[src/rtl/inst_fetcher.sv]
// Instruction fetcher: assembles a 32-bit word from four byte reads at pc and
// hands it downstream with valid/ready, then pulses pc_update to advance the PC.
module inst_fetcher #(
    parameter int ADDR_LEN = 32,
    parameter int INST_LEN = 32
) (
    input  logic                clk,
    input  logic                rst,
    input  logic                rdy,
    input  logic [ADDR_LEN-1:0] pc,
    output logic                pc_update,
    input  logic                flush,
    output logic                mem_req,
    output logic [ADDR_LEN-1:0] mem_addr,
    input  logic                mem_grant,
    input  logic [7:0]          mem_din,
    output logic [INST_LEN-1:0] inst,
    output logic [ADDR_LEN-1:0] inst_pc,
    output logic                inst_valid,
    input  logic                inst_ready
);

    typedef enum logic [1:0] {SYNC, FETCH, DONE, ADVANCE} state_t;

    state_t              state, state_nxt;
    logic [ADDR_LEN-1:0] fetch_pc;
    logic [ADDR_LEN-1:0] addr_q;
    logic [2:0]          icnt;
    logic [2:0]          rcnt;
    logic [2:0]          rcnt_nxt;
    logic                pending;
    logic                grant_fire;
    logic                capture;
    logic                fetch_done;
    logic                accept;

    assign grant_fire = mem_req && mem_grant;
    // Memory data lives for one cycle only, so capture ignores rdy.
    assign capture    = pending;
    assign rcnt_nxt   = rcnt + {2'b00, capture};
    assign fetch_done = (state == FETCH) && (rcnt_nxt == 3'd4);
    assign accept     = (state == DONE) && inst_valid && inst_ready;

    always_ff @(posedge clk or posedge rst) begin
        if (rst) state <= SYNC;
        else     state <= state_nxt;
    end

    always_comb begin
        state_nxt = state;
        if (flush) begin
            state_nxt = ADVANCE;
        end else if (rdy) begin
            case (state)
                SYNC:    state_nxt = FETCH;
                FETCH:   if (fetch_done) state_nxt = DONE;
                DONE:    if (accept) state_nxt = ADVANCE;
                ADVANCE: state_nxt = SYNC;
                default: state_nxt = SYNC;
            endcase
        end
    end

    always_comb begin
        mem_req  = 1'b0;
        mem_addr = addr_q;
        if (state == FETCH && icnt < 3'd4 && rdy && !flush) begin
            mem_req  = 1'b1;
            mem_addr = fetch_pc + ADDR_LEN'(icnt);
        end
    end

    always_ff @(posedge clk or posedge rst) begin
        if (rst) begin
            fetch_pc   <= '0;
            addr_q     <= '0;
            icnt       <= '0;
            rcnt       <= '0;
            pending    <= 1'b0;
            inst       <= '0;
            inst_pc    <= '0;
            inst_valid <= 1'b0;
            pc_update  <= 1'b0;
        end else begin
            pc_update <= 1'b0;
            if (mem_req) addr_q <= mem_addr;
            if (capture) inst[{rcnt[1:0], 3'b000} +: 8] <= mem_din;
            if (flush) begin
                icnt       <= '0;
                rcnt       <= '0;
                pending    <= 1'b0;
                inst_valid <= 1'b0;
            end else begin
                pending <= grant_fire;
                if (capture) rcnt <= rcnt_nxt;
                if (grant_fire) icnt <= icnt + 3'd1;
                if (rdy) begin
                    case (state)
                        SYNC: begin
                            fetch_pc <= pc;
                            icnt     <= '0;
                            rcnt     <= '0;
                        end
                        FETCH: begin
                            if (fetch_done) begin
                                inst_valid <= 1'b1;
                                inst_pc    <= fetch_pc;
                            end
                        end
                        DONE: begin
                            if (accept) begin
                                inst_valid <= 1'b0;
                                pc_update  <= 1'b1;
                            end
                        end
                        default: ;
                    endcase
                end
            end
        end
    end

endmodule

[config.mk]
export PLATFORM = sky130hd
export DESIGN_NAME = inst_fetcher
export DESIGN_NICKNAME = d
export VERILOG_FILES = /design/src/rtl/inst_fetcher.sv
export SDC_FILE = /design/constraint.sdc
export NUM_CORES = 1
export LEC_CHECK = 0
export ABC_AREA = 1
export ABC_CLOCK_PERIOD_IN_PS = 4800
export CORE_MARGIN = 2
export CORE_UTILIZATION = 31
export DETAILED_ROUTE_END_ITERATION = 7
export SLEW_MARGIN = 40
export SYNTH_ARGS = -nofsm -noshare
export SYNTH_HDL_FRONTEND = slang
export SYNTH_SLANG_ARGS = --single-unit
[constraint.sdc]
create_clock -name clk -period 4.8 [get_ports clk]
set_input_delay 0.96 -clock clk [delete_from_list [all_inputs] [get_ports clk]]
set_output_delay 0.96 -clock clk [all_outputs]
set_load 0.05 [all_outputs]
==> summary.md, run 1 <==
| Metric | Value |
|---|---|
| Htree depth | `4` |
| Diode count | `0` |
| Post-synth top area cell | `dfrtp_1` |
| Fillcell total | `between 2k and 2.5k` |
| GP Congestion | `between 0.8 and 0.9` |
| Worst setup EP type | `output pin` |
| Fmax | `~240 MHz` |
| Mapped Area | `around 6500 um2` |
| Post-synth EDFFs | `0` |
| Synth Area in Adders | `under 10%` |
| WL final | `roughly 18,000 um` |
| Synth warn | `0` |
| Yosys reg bits | `139` |
| Post-route cell area | `roughly 9000 um2` |
| Die X | `149 um` |
| Top-count cell post-synth | `nand2_1` |
| Unrepaired setup endpoints after global routing | `no` |
| Clk buf depth | `2` |
| TritonCTS buffer count | `17` |
| Die area | `roughly 22,000 um2` |
| Worst vdd ir | `0.311 mV` |
| Reg-to-Reg End | `inst_pc[20]$_DFFE_PP0P_` |
| Compound-gate portion of the synthesized area | `between 10% and 20%` |
| Leakage power | `~4.3 nW` |
| Setup ws final | `between 0.7 and 0.8 ns` |
| Hold Fails Final Rpt | `0` |
| CP max-delay cell | `clkdlybuf4s50_1` |
| Antenna violations before repair | `0` |
| Synth top area share | `between 50% and 60%` |
| Worst Setup Slack post-DPL | `about 0.73 ns` |
| Critical R2R Launch | `rcnt[0]$_DFF_PP0_` |
| Initial Util | `a little under a third` |
| Max Slew Vio Count | `0` |
| Initial DRC count | `approximately 390` |
| CP startpoint | `flush` |
| DP HPWL | `13,400 um` |
| DRC viols | `0` |
| Post-route ant nets | `0` |
| Io pins | `between 100 and 150` |
| Cell Area, Placed | `slightly above 8000 um2` |
| Syn nets | `848` |
| Setup Skew | `about 0.011 ns` |
| Critical Path Max Stage Delay | `between 0.5 and 0.6 ns` |
| Post-CTS Hold Fix Bufs | `0` |
| Die Ht | `149 um` |
| Clock net sink count | `about 140` |
| Core Rows | `52` |
| Ys flop type | `dfrtp_1` |
| Synth Area per Inst | `8.26 um2` |
| Final worst-path cycle share | `a little under nine tenths` |
| Setup TNS Final | `0 ns` |
| Mapped Cells | `slightly below 800` |
| Final nets | `about 1,000` |
| Largest net degree at the start of global routing | `roughly 100` |
| DRT Pass-1 Iters | `5` |
| Post-CTS resize count | `0` |
| Cells along the critical path | `clkdlybuf4s50_1 -> nor2_4 -> nand2_1 -> nor2_4 -> inv_2 -> o21ai_0 -> buf_12` |
| Global-route wire length before repair | `approximately 29,000 um` |
| Slew at the pin closest to its max-slew limit | `between 0.7 and 0.8 ns` |
| PD cells | `662 nW/um2` |
| Minimum clock period | `slightly above 4 ns` |
| Root Driver | `clkbuf_16` |
| Share of cells above drive strength 1 | `roughly a tenth` |
| Worst Path Arrival | `between 3 and 4 ns` |
| Tot GR Track Use | `between 10% and 20%` |
| Critical path required time | `3.84 ns` |
| Routed vias | `approximately 5.6k` |
| Kind of critical path | `in -> out` |
| Outcome | `completed` |
| Core Region | `just over 20,000 um2` |
| Sequential share of the synthesized area | `53.5%` |
| CTS tree | `yes` |
| HP Class | `reg -> reg` |
| Max-Cap Viols | `0` |
| Synth area leaders | `dfrtp_1 53%, nand2_1 14%, nor2_1 4.9%` |
| Post-synthesis xor/xnor area fraction | `less than 1%` |
| Port buffer count | `144` |
| CTS clk-pin slew, worst paths | `around 0.060 ns` |
| Post-synth ARST share | `100%` |
| Most common cell on crit path | `nor2_4` |
| Vias in the first global route | `5,478` |
| Area growth from synthesis to layout | `35.6%` |
| Post-CTS Setup Inserts | `0` |
| Flop2flop setup slack | `approximately 2.1 ns` |
| Via-to-Cell Ratio | `roughly 4.6` |
| CP max FO | `35` |
| Startpoint type of the worst setup path | `input pin` |
| Max-slew headroom | `51.7%` |
| Largest family of logic cells by synthesized area | `simple AND/OR/NAND/NOR gates` |
| Post-Synth Simple-Gate Area | `roughly a quarter` |
| Yosys cell types | `30` |
| Gr ovfl total | `0` |
| Post-synthesis mux area share | `0%` |
| Critical Path Sink | `mem_addr[2]` |
| Wire per inst | `~15 um` |
| Setup violators final | `0` |
| Depth of the worst register-to-register path | `7` |
| Commonest cells in the netlist | `243 x nand2_1, 139 x dfrtp_1, 85 x nor2_1, 70 x inv_1, 45 x o21ai_0` |
| Clock latency on the worst-skew pair | `around 0.43 ns` |
[layer usage]
| metal | share of wire (%) | GRT usage (%) | vias to the layer above |
|---|---|---|---|
| met1 | 49 | 24.4 | 2623 |
| met5 | 0 | 0 | - |
| li1 | - | - | 2826 |
| met3 | 4.6 | 3.67 | 18 |
| met4 | 1.4 | 4.90 | 0 |
| met2 | 45 | 25.6 | 137 |
[power by group]
group | switching, mW | leakage [nW] | total, mW | internal [mW]
clock | 0.562 | 0.272 | 1.29 | 0.731
combinational | 1.85 | 2.38 | 2.72 | 0.867
sequential | 0.266 | 1.62 | 1.83 | 1.56
[final cells by class]
cell class	instances	area, um2	share of cell area [%]
Clock buffer	17	425	4.82
Clock inverter	15	153	1.73
Inverter	74	285	3.23
Multi-Input combinational cell	552	2630	29.8
Sequential cell	139	3480	39.4
Tap cell	270	338	3.83
Timing Repair Buffer	151	1510	17.2
[flip-flops by register name, summed over array words and instances, names as in the netlist]
signal	cells
pc_update	1
inst	32
rcnt	3
addr_q	32
icnt	3
capture	1
fetch_pc	32
inst_pc	32
state	2
inst_valid	1
[worst min-delay path by stage]
stage	from	endpoint	slack, ns	cells past startpoint
6_report	addr_q[1]$_DFFE_PP0N_	addr_q[1]$_DFFE_PP0N_	0.47	2
2_1_floorplan	addr_q[0]$_DFFE_PP0N_	addr_q[0]$_DFFE_PP0N_	0.44	2
5_1_grt	addr_q[23]$_DFFE_PP0N_	addr_q[23]$_DFFE_PP0N_	0.49	2
3_5_place_dp	addr_q[1]$_DFFE_PP0N_	addr_q[1]$_DFFE_PP0N_	0.45	2
4_1_cts	addr_q[1]$_DFFE_PP0N_	addr_q[1]$_DFFE_PP0N_	0.47	2
3_3_place_gp	addr_q[0]$_DFFE_PP0N_	addr_q[0]$_DFFE_PP0N_	0.45	2
[cells by family (layout without fill, tap and decap cells)]
logic type,count (synthesis),after routing
xor gates and xnor gates,5,5
and+or+nand+nor,390,390
buffers and inverters,96,257
DFF,139,139
adders and majority gates,15,15
AOI/OAI and AO/OA,142,142
[layout by cell type (no fill, tap or decap), drive strengths merged, types with 2 or more instances in the layout]
cell	count
o31ai	8
nand4	3
ha	14
nand2	246
clkbuf	17
nor2	92
xor2	4
dfrtp	139
clkinvlp	4
o21ai	85
clkdlybuf4s50	112
inv	83
a31oi	8
a21oi	40
nand3	45
buf	39
nor3	2
[through the flow]
step                      instances  power [mW]  utilization, %  hold slack [ns]
after floorplan                 787        3.62               -            0.437
after global placement         1186        4.55            40.3            0.452
after detailed placement       1186        4.58            40.3            0.454
after CTS                      1218        5.89            43.1            0.470
after global routing           1218        6.20            43.2            0.493
final                          1218        5.84            43.2            0.466
[critical path: cells and delay by family]
| kind | cells | cell delay (ns) |
|---|---|---|
| buffers and inverters | 3 | 1.09 |
| and+or+nand+nor | 3 | 0.59 |
| AOI/OAI and AO/OA | 1 | 0.47 |
(Power assumes the default switching activity.)
==> run 2: changes to the inputs <==
--- a/config.mk
+++ b/config.mk
@@ -10,6 +10,7 @@
 export CORE_MARGIN = 2
 export CORE_UTILIZATION = 31
 export DETAILED_ROUTE_END_ITERATION = 7
+export SKIP_CTS_REPAIR_TIMING = 1
 export SLEW_MARGIN = 40
 export SYNTH_ARGS = -nofsm -noshare
 export SYNTH_HDL_FRONTEND = slang
==> results of run 2 <==
No change in the layout: final DEF, timing and power equal those of run 1.
==> run 3: changes to the inputs <==
--- a/config.mk
+++ b/config.mk
@@ -10,6 +10,8 @@
 export CORE_MARGIN = 2
 export CORE_UTILIZATION = 31
 export DETAILED_ROUTE_END_ITERATION = 7
+export RECOVER_POWER = 100
+export REMOVE_ABC_BUFFERS = 1
 export SKIP_CTS_REPAIR_TIMING = 1
 export SLEW_MARGIN = 40
 export SYNTH_ARGS = -nofsm -noshare
==> run 3 against run 2 <==
The run now ends with max-capacitance violations, max-slew violations left; via count decreased by 1.2%; count of clock-buffer cells in the layout grew 2; clock skew increased by 0.0011 ns; cell count shrank 0.16%; largest cell class unchanged; largest power group unchanged; highest routed layer unchanged.
==> summary.md, run 3 (synthesis results as in run 1) <==
| Metric | Value |
|---|---|
| Setup Skew | `0.0126 ns (+0.00115 ns)` |
| Io pins | `145 (unchanged)` |
| HP Class | `reg -> reg` |
| Tot GR Track Use | `16.7% (-0.24 points)` |
| CP max FO | `38 (+8.6%)` |
| Final nets | `995 (-0.10%)` |
| Fmax | `238 MHz (-2.8%)` |
| TritonCTS buffer count | `17 (unchanged)` |
| Worst setup EP type | `output pin` |
| Port buffer count | `144 (unchanged)` |
| Worst Path Arrival | `3.24 ns (+0.12 ns)` |
| Outcome | `finished with violations` |
| Util after Layout | `42.4% (-0.80 points)` |
| Diode count | `0 (unchanged)` |
| Largest net degree at the start of global routing | `87 (-16%)` |
| Max-Cap Viols | `4 (+4)` |
| Vias in the first global route | `5,379 (-1.8%)` |
| Flop2flop setup slack | `1.28 ns (-0.85 ns)` |
| Setup TNS Final | `0 ns (unchanged)` |
| DRC viols | `0 (unchanged)` |
| Most frequent cells in the layout | `244 x nand2_1, 139 x dfrtp_1, 86 x nor2_1` |
| PD cells | `655 nW/um2 (-1.1%)` |
| Post-route ant nets | `0 (unchanged)` |
| Most common cell after layout, fill and taps aside | `nand2_1` |
| Die Ht | `149 um (unchanged)` |
| Critical path required time | `3.84 ns (about the same)` |
| Slew at the pin closest to its max-slew limit | `1.88 ns (+1.16 ns)` |
| Gr ovfl total | `0 (unchanged)` |
| Worst hold stages | `2 (unchanged)` |
| Antenna violations before repair | `0 (unchanged)` |
| DP HPWL | `12,800 um (-4.1%)` |
| Area growth from synthesis to layout | `33.1%` |
| Setup violators final | `0 (unchanged)` |
| Worst vdd ir | `0.275 mV (-12%)` |
| CTS clk-pin slew, worst paths | `0.06 ns (about the same)` |
| Max-slew headroom | `-25.7% (-77 points)` |
| Wire per inst | `14.5 um (-1.4%)` |
| Hold Fails Final Rpt | `0 (unchanged)` |
| Htree depth | `4 (unchanged)` |
| Via-to-Cell Ratio | `4.55 (-1.1%)` |
| Initial DRC count | `266 (-31%)` |
| CTS tree | `yes` |
| WL met3 | `1130 um (+36%)` |
| Failing checks | `max-capacitance violations, max-slew violations` |
| Initial Util | `31.8% (unchanged)` |
| Root Driver | `clkbuf_16` |
| Clk buf depth | `2 (unchanged)` |
| Unrepaired setup endpoints after global routing | `no` |
| Share of cells above drive strength 1 | `7.61% (-2.8 points)` |
| Clock latency on the worst-skew pair | `0.42 ns (about the same)` |
| Startpoint type of the worst setup path | `input pin` |
| Minimum clock period | `4.20 ns (+0.116 ns)` |
| Worst Setup Slack post-DPL | `0.891 ns (+0.157 ns)` |
| WL final | `17,700 um (-1.6%)` |
| Tot Pwr | `5.67 mW (-2.9%)` |
| Depth of the worst register-to-register path | `6 (-1)` |
| Kind of critical path | `in -> out` |
| GP Congestion | `0.846 (-1.9%)` |
| Clock net sink count | `139 (unchanged)` |
| Core Rows | `52 (unchanged)` |
| DRT Pass-1 Iters | `5 (unchanged)` |
| Max Slew Vio Count | `205 (+205)` |
| Leakage power | `4.21 nW (-1.5%)` |
| Routed vias | `5,534 (-1.2%)` |
| Core Region | `20,400 um2 (unchanged)` |
| Cell Area, Placed | `8220 um2 (-0.15%)` |
| Post-route cell area | `8660 um2 (-1.8%)` |
| Final worst-path cycle share | `87.5% (+2.4 points)` |
| Max Used Layer | `met4` |
| Met2 WL | `7720 um (-4.4%)` |
| Setup ws final | `0.600 ns (-0.116 ns)` |
| Die area | `22,200 um2 (unchanged)` |
| Die X | `149 um (unchanged)` |
| M1 wire length | `8650 um (-1.9%)` |
| Global-route wire length before repair | `28,400 um (-2.1%)` |
## run 3: cell count changes in the layout (fill, tap and decap cells not counted), sizes merged
cell / before / now
clkinv: 1 / 7
clkinvlp: 4 / 3
clkbuf: 17 / 43
bufinv: 1 / 3
dlygate4sd3: 0 / 68
inv: 83 / 73
clkdlybuf4s50: 112 / 43
buf: 39 / 15
## run 3: area by class of cell
cell class                 count  area, um2
tap                          270        338
clock inverter                12        148
timing repair buffer         150       1350
multi-input combinational    552       2600
inverter                      74        282
fill                        2099      11800
sequential                   139       3480
clock buffer                  19        453
## run 3: final timing paths
kind                                      endpoint                   start
setup / recovery                      mem_addr[20]                   flush
hold / removal              addr_q[29]$_DFFE_PP0N_  addr_q[29]$_DFFE_PP0N_
setup reg to reg           inst_pc[10]$_DFFE_PP0P_       rcnt[0]$_DFF_PP0_
hold reg to reg             addr_q[29]$_DFFE_PP0N_  addr_q[29]$_DFFE_PP0N_
max in group asynchronous  fetch_pc[4]$_DFFE_PP0P_                     rst
min in group asynchronous  inst_pc[28]$_DFFE_PP0P_                     rst
## run 3: report_power, final
group / internal [mW] / switching [mW]
Sequential: 1.56 / 0.261
Clock: 0.838 / 0.505
Combinational: 0.686 / 1.81
Total: 3.09 / 2.58
## run 3: through the flow
stage | cells | hold WS (ns)
4_1_cts | 1216 | 0.468
6_report | 1216 | 0.472
3_5_place_dp | 1185 | 0.454
3_3_place_gp | 1185 | 0.449
2_1_floorplan | 765 | 0.437
5_1_grt | 1216 | 0.489
## run 3: worst max-delay path, cell delays in order
cell,delay [ns]
dlygate4sd3_1,0.61
nor2_1,0.21
nand2_1,0.12
nor2_4,0.09
buf_4,0.45
nand3_1,0.18
nand2_1,0.12
clkbuf_1,0.47
## run 3: per-layer routing
metal  vias to the layer above  GRT usage (%)
li1                       2832              -
met1                      2548           23.4
met5                         -              0
met4                         0           5.00
met3                        16           5.14
met2                       138           24.7
